<file path="src/rtl/unpack_pkt_arbiter.sv">
// unpack_pkt_arbiter: packet-level round-robin arbiter in front of a shared
// data_unpack. The grant is locked from the sop beat to the eop beat, so
// packets never interleave at the unpacker input. Beats pass straight through.
// Optional feature macro: UNPACK_ARB_TIMEOUT_EN adds a stall watchdog. If the
// owner stops presenting beats for TIMEOUT cycles, the watchdog closes its
// packet with a zero-data eop beat and adds the `timeout` output port.
module unpack_pkt_arbiter #(
   parameter int N_REQ   = 4,
   parameter int DATA_W  = 32,
   parameter int TIMEOUT = 64
) (
   input  logic                      clk,
   input  logic                      rst,
   input  logic [N_REQ-1:0]          req_valid,
   input  logic [N_REQ*DATA_W-1:0]   req_data,
   input  logic [N_REQ-1:0]          req_sop,
   input  logic [N_REQ-1:0]          req_eop,
   output logic [N_REQ-1:0]          req_ready,
   output logic                      um_valid,
   output logic [DATA_W-1:0]         um_data,
   output logic                      um_sop,
   output logic                      um_eop,
   input  logic                      um_ready,
   output logic [N_REQ-1:0]          grant,
   output logic                      busy
`ifdef UNPACK_ARB_TIMEOUT_EN
   ,
   output logic                      timeout
`endif
);

   localparam int                PTR_W    = (N_REQ > 1) ? $clog2(N_REQ) : 1;
   localparam logic [PTR_W:0]    N_EXT    = (PTR_W+1)'(N_REQ);
   localparam logic [PTR_W-1:0]  LAST_IDX = PTR_W'(N_REQ-1);
   localparam logic [N_REQ-1:0]  ONE_HOT0 = N_REQ'(1);

   if (N_REQ < 2 || N_REQ > 8 || TIMEOUT < 1) begin : g_bad_param
      $error("unpack_pkt_arbiter: N_REQ must be 2..8 and TIMEOUT at least 1");
   end

   typedef enum logic [0:0] {
      IDLE = 1'b0,
      LOCK = 1'b1
   } state_t;

   state_t              state;
   state_t              state_next;

   logic [PTR_W-1:0]    rr_ptr;
   logic [PTR_W-1:0]    rr_next;
   logic [PTR_W-1:0]    gidx;
   logic [N_REQ-1:0]    grant_q;
   logic                busy_q;

   logic [N_REQ-1:0]    eligible;
   logic [N_REQ-1:0]    rot;
   logic                win_found;
   logic [PTR_W:0]      win_sum;
   logic [PTR_W:0]      win_wrap;
   logic [PTR_W-1:0]    win_idx;

   logic                sel_valid;
   logic                sel_sop;
   logic                sel_eop;
   logic [DATA_W-1:0]   sel_data;

   logic                inject;
   logic                beat_valid;
   logic                beat_eop;
   logic                pkt_done;

   // A source may only win arbitration with the first beat of a packet
   assign eligible = req_valid & req_sop;

   // Rotate eligibility so bit 0 is the rr pointer, then take the lowest set bit
   always_comb begin
      rot       = N_REQ'({eligible, eligible} >> rr_ptr);
      win_found = 1'b0;
      win_sum   = '0;
      for (int j = N_REQ-1; j >= 0; j--) begin
         if (rot[j]) begin
            win_found = 1'b1;
            win_sum   = {1'b0, rr_ptr} + (PTR_W+1)'(j);
         end
      end
      win_wrap = (win_sum >= N_EXT) ? (win_sum - N_EXT) : win_sum;
      win_idx  = win_wrap[PTR_W-1:0];
   end

   // Pick out the fields of the current owner
   always_comb begin
      sel_valid = 1'b0;
      sel_sop   = 1'b0;
      sel_eop   = 1'b0;
      sel_data  = '0;
      for (int i = 0; i < N_REQ; i++) begin
         if (gidx == PTR_W'(i)) begin
            sel_valid = req_valid[i];
            sel_sop   = req_sop[i];
            sel_eop   = req_eop[i];
            sel_data  = req_data[i*DATA_W +: DATA_W];
         end
      end
   end

   assign rr_next    = (gidx == LAST_IDX) ? '0 : gidx + 1'b1;
   assign beat_valid = inject | sel_valid;
   assign beat_eop   = inject | sel_eop;
   assign pkt_done   = (state == LOCK) && beat_valid && um_ready && beat_eop;

   // State register
   always_ff @(posedge clk or negedge rst) begin
      if (!rst) state <= IDLE;
      else      state <= state_next;
   end

   // Next state and the unpacker-side pass-through; everything is zero while idle
   always_comb begin
      state_next = state;
      req_ready  = '0;
      um_valid   = 1'b0;
      um_data    = '0;
      um_sop     = 1'b0;
      um_eop     = 1'b0;
      case (state)
         IDLE: begin
            if (win_found) state_next = LOCK;
         end
         LOCK: begin
            if (inject) begin
               um_valid = 1'b1;
               um_eop   = 1'b1;
            end else begin
               um_valid  = sel_valid;
               um_data   = sel_data;
               um_sop    = sel_sop;
               um_eop    = sel_eop;
               req_ready = grant_q & {N_REQ{um_ready}};
            end
            if (pkt_done) state_next = IDLE;
         end
         default: state_next = IDLE;
      endcase
   end

   // Owner, grant vector and rr pointer: latched on a win, released after the eop beat
   always_ff @(posedge clk or negedge rst) begin
      if (!rst) begin
         rr_ptr  <= '0;
         gidx    <= '0;
         grant_q <= '0;
         busy_q  <= 1'b0;
      end else if (state == IDLE) begin
         if (win_found) begin
            gidx    <= win_idx;
            grant_q <= ONE_HOT0 << win_idx;
            busy_q  <= 1'b1;
         end
      end else if (pkt_done) begin
         rr_ptr  <= rr_next;
         grant_q <= '0;
         busy_q  <= 1'b0;
      end
   end

   assign grant = grant_q;
   assign busy  = busy_q;

`ifdef UNPACK_ARB_TIMEOUT_EN
   localparam int               CNT_W   = $clog2(TIMEOUT+1);
   localparam logic [CNT_W-1:0] CNT_MAX = CNT_W'(TIMEOUT);
   localparam logic [CNT_W-1:0] CNT_PRE = CNT_W'(TIMEOUT-1);

   logic [CNT_W-1:0] stall_cnt;
   logic             inject_q;
   logic             timeout_q;

   // Stall watchdog: count owner-idle LOCK cycles; at the limit, inject an eop beat
   always_ff @(posedge clk or negedge rst) begin
      if (!rst) begin
         stall_cnt <= '0;
         inject_q  <= 1'b0;
         timeout_q <= 1'b0;
      end else begin
         timeout_q <= 1'b0;
         if (state == IDLE) begin
            stall_cnt <= '0;
            inject_q  <= 1'b0;
         end else if (inject_q) begin
            if (um_ready) inject_q <= 1'b0;
         end else if (sel_valid) begin
            stall_cnt <= '0;
         end else if (stall_cnt == CNT_PRE) begin
            stall_cnt <= CNT_MAX;
            inject_q  <= 1'b1;
            timeout_q <= 1'b1;
         end else begin
            stall_cnt <= stall_cnt + 1'b1;
         end
      end
   end

   assign inject  = inject_q;
   assign timeout = timeout_q;
`else
   assign inject = 1'b0;
`endif

endmodule

</file>
<file path="config.mk">
export PLATFORM = sky130hd
export DESIGN_NAME = unpack_pkt_arbiter
export DESIGN_NICKNAME = d
export VERILOG_FILES = /design/src/rtl/unpack_pkt_arbiter.sv
export SDC_FILE = /design/constraint.sdc
export NUM_CORES = 1
export LEC_CHECK = 0
export CAP_MARGIN = 20
export CORE_MARGIN = 3
export CORE_UTILIZATION = 30
export DETAILED_ROUTE_END_ITERATION = 16
export GPL_ROUTABILITY_DRIVEN = 0
export PLACE_DENSITY = 0.94
export SYNTH_ARGS = -nofsm -noshare
export SYNTH_HDL_FRONTEND = slang
export SYNTH_SLANG_ARGS = --single-unit
export TNS_END_PERCENT = 5
</file>
<file path="constraint.sdc">
create_clock -name clk -period 2.6 [get_ports clk]
set_clock_uncertainty 0.2 [all_clocks]
set_input_delay 0.52 -clock clk [delete_from_list [all_inputs] [get_ports clk]]
set_output_delay 0.52 -clock clk [all_outputs]
set_load 0.01 [all_outputs]
</file>
### After elaboration in Yosys (flattened, before gate mapping)

Cells that the tools add are included.

| cells by class | value |
|---|---|
| add/subtract/negate cells | 5 |
| order comparisons | 1 |
| eq/ne operators | 4 |
| shift-type cells | 2 |
| multiplexer cells | 40 |
| bitwise logic cells | 3 |
| reductions and logical operators | 8 |

Operators by type and width:

| kind | number |
|---|---|
| $mux 32 | 5 |
| $mux 1 | 24 |
| $mux 4 | 4 |
| $mux 3 | 4 |
| $and 4x4->4 | 2 |
| $shr 8x2->4 | 1 |
| $add 2x2->3 const B | 2 |
| $reduce_and 2->1 | 3 |
| $eq 2x2->1 const B | 2 |
| $mux 2 | 2 |
| $shl 1x2->4 const A | 1 |
| $add 2x1->3 const B | 1 |
| $ge 3x3->1 const B | 1 |
| $logic_and 1x1->1 | 3 |
| $add 2x1->2 const B | 1 |
| $eq 2x1->1 const B | 1 |
| $logic_not 2->1 | 1 |
| $ne 2x1->1 const B | 1 |
| $pmux 1 s2 | 1 |
| $reduce_bool 2->1 | 1 |
| $sub 2x1->2 const B | 1 |
| $not 1->1 | 1 |

| word-level totals | value |
|---|---|
| register bits after elaboration | 10 |
| word-level logic and storage cells | 68 |

### Logic depth before layout (Yosys ltp)

Gate-level depths: netlist (run 1).

| depth | value |
|---|---|
| depth in word-level cells | 11 |
| gate-level depth with buffers | 8 |
| mapped depth without buffers | 6 |

### Least setup slack after synthesis (run 1)

OpenSTA, ideal clock, no wires.

| timing | value |
|---|---|
| path type | reg2out |
| start | register gidx[0] |
| end | output um_data[25] |
| data arrival time | 1.672 ns |
| data required time | 1.880 ns |
| slack | 0.208 ns |
| stages on the path, launching flop included | 8 |
| path through | dfrtp_1 -> inv_1 -> ha_1 -> nor2b_1 -> buf_2 -> a221oi_1 -> a211o_1 -> a21oi_1 |

| between the ends | value |
|---|---|
| cells in the longest elaborated chain, start to end | 6 |

Ends and longest elaborated chain:

| what | RTL line | text |
|---|---|---|
| start: declaration | 51 | `logic [PTR_W-1:0] gidx;` |
| start signal: assignment | 155 | `gidx <= win_idx;` |
| $logic_not 2->1 | 97 | `if (gidx == PTR_W'(i)) begin` |
| $mux 32 (3 in series) | 97 |  |
| $mux 32 * | 97 |  |
| $mux 32 * | 125 | `case (state)` |
| end: declaration | 20 | `output logic [DATA_W-1:0] um_data,` |

Mark *: on every way between the ends. The rest lies on a longest branch, timed or not.

### Final worst setup path (run 1)

| timing | value |
|---|---|
| start | register gidx[0] |
| end | output um_data[24] |

Same word-level chain as after synthesis.

==> impl_metrics.py, run 1 <==
metrics = {
    "clock_tree": {
        "htree_levels": 1,
        "cts_root_buf": "clkbuf_8",
        "clockBufferDepth": 2,
        "path_clk_slew_ns": 0.04,
        "insertion_delay_ns": 0.23,
        "cts_tree": "done",
        "hold_buffers": 0,
        "clock-sinks": 10,
        "cts_buffers": 3,
    },
    "run_status": {
        "status": "complete, but fails checks",
        "violations": "setup timing",
    },
    "final_layout": {
        "register_area_sq_um": 250,
        "final_area_sq_um": 4210,
        "post-route-util_pct": 74.2,
        "fill_cells": 411,
        "instances_no_fill": 541,
        "multi_input_area_sq_um": 1540,
        "nNetsFinal": 618,
        "area_growth_syn_to_layout_pct": 132,
        "final_layout_size_suffix_gt1_share_pct": 27.1,
        "diodes": 0,
    },
    "drt": {
        "wl_per_cell_um": 18.6,
        "first_pass_iters": 5,
        "antenna_left": 0,
        "drc": 0,
        "routed_via_density": 5.62,
        "finalWirelength_mm": 10.0,
        "vias": 3043,
        "drt_iter0_drc": 118,
    },
    "sta": {
        "grt_setup_unrepaired": "true",
        "post-route-period-util_pct": 104,
        "maxSlewHeadroom_pct": 68.1,
        "tightest_slew_ns": 0.478,
        "setup_viol": 32,
        "fin_ws_ns": -0.101,
        "hold_violations": 0,
        "max_freq_mhz": 370,
        "finalMaxSlewViolations": 0,
        "min_period_ns": 2.70,
    },
    "placement": {
        "placed_area_sq_um": 3970,
        "dpl.hpwl_mm": 7.55,
        "port_buffers": 186,
        "place_inst": 530,
    },
    "worst_setup_path": {
        "crit_arrival_ns": 1.98,
        "max_stage_delay_ns": 0.40,
        "cp-start-kind": "flop",
        "path_buf_inv": 4,
        "crit_path_frequent_cell": "buf_6",
        "critPathSlowestCell": "dfrtp_1",
        "critPathKind": "flop to output port",
        "critPathTopFamily": "buffers and inverters",
        "cp-end-kind": "output port",
        "path_cells": "buf_6 -> ha_4 -> nor2b_4 -> buf_6 -> buf_16 -> a221oi_1 -> a211o_1 -> a21oi_2 -> buf_2",
        "worstPathMaxFanout": 7,
        "cp.required_ns": 1.88,
    },
    "die": {
        "rows": 27,
        "fp.dieW_um": 83.8,
        "coreArea_sq_um": 5680,
        "pin_count": 187,
        "die_h_um": 83.8,
        "die_area_sq_um": 7020,
        "initial_core_util_pct": 32.0,
    },
    "logic_synthesis": {
        "ys_types": 32,
        "ys_async_sr_fraction_pct": 100,
        "syn-num-nets": 414,
        "ys_seq_area_share_pct": 13.8,
        "synth_area_sq_um": 1820,
        "synth_seq_cells": 10,
        "avgSynthCellArea_sq_um": 6.80,
        "netlist_instances": 267,
        "synth_edf_count": 0,
        "yosysWarningCount": 0,
        "yosys_most_used_dff": "dfrtp_1",
    },
    "global_routing": {
        "antenna_found_initial": 0,
        "grt_overflow": 0,
        "grt_usage_pct": 26.9,
        "grt_pass1_vias": 3120,
        "grt_max_degree": 33,
        "grt_pass1_wl_mm": 15.6,
    },
    "hold_path": {
        "hp-class": "flop to flop",
    },
    "flow_run": {
        "cap_violations": 0,
    },
    "power": {
        "powerDensity_nw_per_um2": 1040,
        "p_leak_nw": 1.84,
        "ir_worst_vdd_v": 0.000650,
    },
}
==> worst min-delay path: stages, from the launching register on <==
cell,delay (ns)
dfrtp_1,0.37
inv_1,0.05
o21ai_1,0.06
==> final timing paths <==
check,cells past startpoint,start,slack (ns),end
max in group asynchronous,1,rst,1.46,state
max,9,gidx[0],-0.10,um_data[24]
min reg2reg,2,busy,0.33,busy
max reg2reg,8,gidx[0],0.20,rr_ptr[0]
min in group asynchronous,1,rst,0.41,grant[1]
min,2,busy,0.33,busy
==> placed cells by master (no fill, tap or decap), types with 2 or more instances in the layout <==
| cell type | netlist | routed |
|---|---|---|
| mux2_4 | 2 | 2 |
| a211o_1 | 33 | 33 |
| o32ai_1 | 4 | 4 |
| nand2_1 | 45 | 45 |
| o211ai_1 | 2 | 2 |
| clkbuf_8 | 0 | 3 |
| ha_4 | 0 | 4 |
| nand3b_1 | 3 | 3 |
| a31o_2 | 2 | 2 |
| a21oi_1 | 36 | 19 |
| buf_16 | 0 | 3 |
| a221oi_2 | 0 | 17 |
| o21ai_1 | 5 | 6 |
| inv_1 | 25 | 23 |
| and3_1 | 6 | 6 |
| nor2b_1 | 3 | 2 |
| inv_2 | 1 | 3 |
| a221oi_1 | 31 | 14 |
| buf_4 | 0 | 26 |
| buf_2 | 12 | 35 |
| buf_6 | 0 | 4 |
| clkinv_1 | 12 | 12 |
| buf_12 | 0 | 7 |
| a211oi_1 | 3 | 2 |
| clkdlybuf4s50_1 | 0 | 150 |
| dfrtp_1 | 10 | 10 |
| and3b_1 | 2 | 2 |
| a21oi_2 | 0 | 17 |
| and2_1 | 2 | 2 |
==> what timing repair did <==
item,4_1_cts,5_1_grt
resized for setup,186,10
setup endpoints to repair,36,35
buffers inserted,5,0
cloned,3,0
pin swaps,80,1
endpoints found under the hold margin,0,0
==> power by group <==
part,total [mW],switching (mW),internal [mW],leakage (nW)
Combinational,3.97,1.91,2.06,1.70
Sequential,0.269,0.0494,0.219,0.123
Clock,0.158,0.0570,0.101,0.0216
==> cell type report <==
| cell class | instances | share of cell area, % |
|---|---|---|
| sequential | 10 | 5.94 |
| multi-input combinational | 192 | 36.5 |
| timing repair buffer | 226 | 51.0 |
| clock buffer | 3 | 0.980 |
| inverter | 38 | 3.39 |
| tap | 72 | 2.14 |
==> state kept, by name (all words and copies together) (netlist names) <==
name,flops
busy,1
state,1
grant,4
rr_ptr,2
gidx,2
==> cells by family (layout without fill, tap and decap cells) <==
family                   after synthesis  after routing  share of synthesized area [%]
flip-flops                            10             10                           13.8
adder cells (fa/ha/maj)                4              4                           2.76
AO/OA/AOI/OAI                        123            123                           51.7
buffers and inverters                 65            267                           14.3
AND/OR/NAND/NOR                       63             63                           15.9
multiplexers                           2              2                           1.65
==> cells in the mapped netlist (all sizes together), types with 2 or more instances <==
master | instances | area, sq um
o32ai | 4 | 35.0
o21ai | 6 | 30.0
o211ai | 2 | 15.0
buf | 14 | 67.6
nand2 | 45 | 169
clkinv | 12 | 45.0
a211oi | 3 | 22.5
a221oi | 31 | 272
ha | 4 | 50.1
and2 | 2 | 12.5
a211o | 33 | 289
clkbuf | 13 | 48.8
nand3b | 3 | 22.5
dfrtp | 10 | 250
and3 | 6 | 37.5
inv | 26 | 97.6
a21oi | 36 | 180
a31o | 2 | 17.5
mux2 | 2 | 30.0
and3b | 2 | 17.5
nor2b | 3 | 18.8
==> per-stage QoR <==
step | setup WS [ns] | power (mW) | TNS (ns) | hold slack (ns)
2_1_floorplan | 0.208 | 2.11 | 0 | 0.0244
3_3_place_gp | -0.330 | 3.85 | -7.66 | 0.316
3_5_place_dp | -0.318 | 3.92 | -8.89 | 0.323
4_1_cts | -0.0638 | 4.26 | -1.25 | 0.332
5_1_grt | -0.178 | 4.69 | -4.54 | 0.358
6_report | -0.101 | 4.40 | -1.77 | 0.327
==> metal layers <==
metal / global-route usage [%] / vias up / routed length [um]
met1: 30.8 / 1426 / 3730
met2: 48.6 / 179 / 5210
met4: 7.75 / 0 / 282
met5: 0 / - / 0
met3: 7.31 / 32 / 817
li1: - / 1406 / -
Note: power is estimated with default switching activity, not from simulation.
==> run 2, diff against run 1 <==
Settings changed: CORE_ASPECT_RATIO set to 1.1.
==> run 2 against run 1 <==
  * The flow still finishes with violations (setup timing)
  * Total power fell by 1.5%
  * Routed wire length rose by 0.84%
  * Worst setup slack worse by 0.0080 ns
  * Maximum frequency is 0.30% lower
  * Critical path depth stayed put
  * Sequential share of layout area is essentially flat
  * Worst hold slack got worse by 0.0024 ns
  * First-iteration DRC count is 25% higher
  * Die area about the same
  * Combinational power fell by 2%
  * Via count is 1.7% higher
  * Largest power group unchanged
==> impl_metrics.py, run 2 (synthesized netlist as in run 1, its figures left out) <==
metrics = {
    "final_layout": {
        "post-route-util_pct": 72.4,
        "largest_reg_flops": 4,
        "area_growth_syn_to_layout_pct": 132,
        "nNetsFinal": 622,
        "diodes": 0,
        "final_cell_mix": "clkdlybuf4s50_1, nand2_1, buf_2, a211o_1, buf_4",
        "final_layout_size_suffix_gt1_share_pct": 27.1,
        "layout_commonest_cell": "clkdlybuf4s50_1",
        "instances_no_fill": 550,
    },
    "flow_run": {
        "cap_violations": 0,
    },
    "global_routing": {
        "grt_pass1_vias": 2979,
        "antenna_found_initial": 0,
        "grt_usage_pct": 24.5,
        "grt_pass1_wl_mm": 13.9,
        "grt_overflow": 0,
        "grt_max_degree": 25,
    },
    "worst_setup_path": {
        "cp-end-kind": "output port",
        "crit_path_frequent_cell": "buf_12",
        "path_cells": "inv_4 -> ha_4 -> nor2b_4 -> buf_12 -> buf_12 -> a221oi_2 -> a211o_1 -> a21oi_2 -> buf_2",
        "cp.required_ns": 1.88,
        "worstPathMaxFanout": 6,
        "critPathKind": "flop to output port",
        "max_stage_delay_ns": 0.45,
        "crit_arrival_ns": 1.99,
        "cp-start-kind": "flop",
        "critPathSlowestCell": "dfrtp_2",
    },
    "drt": {
        "drt_iter0_drc": 148,
        "routed_via_density": 5.63,
        "wl_per_cell_um": 18.4,
        "finalWirelength_mm": 10.1,
        "drc": 0,
        "vias": 3094,
        "first_pass_iters": 5,
        "antenna_left": 0,
    },
    "clock_tree": {
        "path_clk_slew_ns": 0.04,
        "htree_levels": 1,
        "clockBufferDepth": 2,
        "cts_root_buf": "clkbuf_8",
        "hold_buffers": 0,
        "clock-sinks": 10,
        "cts_tree": "done",
        "insertion_delay_ns": 0.23,
        "cts_buffers": 3,
    },
    "sta": {
        "fin_ws_ns": -0.109,
        "hold_violations": 0,
        "post-route-period-util_pct": 104,
        "finalMaxSlewViolations": 0,
        "min_period_ns": 2.71,
        "maxSlewHeadroom_pct": 69.8,
        "setup_viol": 27,
        "tightest_slew_ns": 0.451,
        "grt_setup_unrepaired": "true",
        "holdWs_ns": 0.325,
        "max_freq_mhz": 369,
    },
    "die": {
        "coreArea_sq_um": 5810,
        "die_area_sq_um": 7020,
        "rows": 29,
        "fp.dieW_um": 80.2,
        "pin_count": 187,
        "initial_core_util_pct": 31.3,
        "die_h_um": 87.6,
    },
    "hold_path": {
        "hp-class": "flop to flop",
    },
    "power": {
        "pwr-share-clk_pct": 3.5,
        "swShare_pct": 45.9,
        "powerDensity_nw_per_um2": 1030,
        "p_leak_nw": 1.84,
        "power.net_switching_mw": 1.99,
        "pwr-share-seq_pct": 6.5,
        "comb_power_share_pct": 89.9,
        "p_int_mw": 2.34,
        "ir_worst_vdd_v": 0.000613,
    },
    "placement": {
        "place_inst": 541,
        "dpl.hpwl_mm": 7.61,
        "port_buffers": 186,
        "dpl_worst_slack_ns": -0.329,
    },
    "run_status": {
        "violations": "setup timing",
        "status": "complete, but fails checks",
    },
}
run 2: changes by cell type in the layout (fill, tap and decap cells not counted), moves of 2 or more:
cell	change
a221oi_1	+6
a221oi_2	-7
buf_12	-2
buf_16	-3
buf_4	+3
buf_6	+2
buf_8	+2
clkbuf_16	+2
run 2: timing repair:
item | in CTS | in global routing
gates cloned | 0 | 4
hold endpoints to repair | 0 | 0
resized for setup | 153 | 41
setup endpoints to repair | 35 | 34
pin swaps | 9 | 54
setup buffers | 1 | 1
run 2: power groups by stage:
stage                     sequential (mW)  combinational (mW)  clock (mW)
after floorplan                     0.279                1.84           0
after global placement              0.273                3.57           0
after detailed placement            0.279                3.66           0
after CTS                           0.280                3.37       0.159
after global routing                0.293                4.16       0.169
final                               0.283                3.89       0.153
run 2: worst paths after layout:
check                         from     endpoint  slack [ns]  cells past startpoint
setup reg to reg           gidx[0]    rr_ptr[0]        0.17                      7
hold reg to reg               busy         busy        0.32                      2
setup / recovery           gidx[0]  um_data[18]       -0.11                      9
max in group asynchronous      rst      gidx[0]        1.46                      1
hold / removal                busy         busy        0.32                      2
min in group asynchronous      rst         busy        0.41                      1
run 2: final cells by class:
type                       instances  area [sq um]
sequential                        10           251
tap                               77          96.3
fill                             413          1600
multi-input combinational        192          1520
inverter                          38           145
clock buffer                       3          41.3
timing repair buffer             230          2150
run 2: worst max-delay path, delay by kind of cell (launching register included):
family / cells / cell delay, ns
simple gates: 1 / 0.17
compound gates: 3 / 0.51
fa+ha+maj: 1 / 0.12
buf+inv: 4 / 0.52
flops: 1 / 0.45
run 2: per-layer routing:
metal	GRT usage [%]	part of all wire, %	wire length [um]	vias to the layer above
li1	-	-	-	1415
met1	27.6	37	3790	1467
met2	45.6	51	5210	175
met3	5.04	7.4	745	37
met4	8.14	3.8	380	0
met5	0	0	0	-
run 2: metrics by stage:
step / setup TNS (ns) / instance area, sq um / total power [mW]
after floorplan: 0 / 1820 / 2.11
after global placement: -7.15 / 4000 / 3.84
after detailed placement: -8.76 / 4000 / 3.94
after CTS: -1.92 / 3960 / 3.81
after global routing: -3.59 / 4210 / 4.63
final: -1.23 / 4210 / 4.33
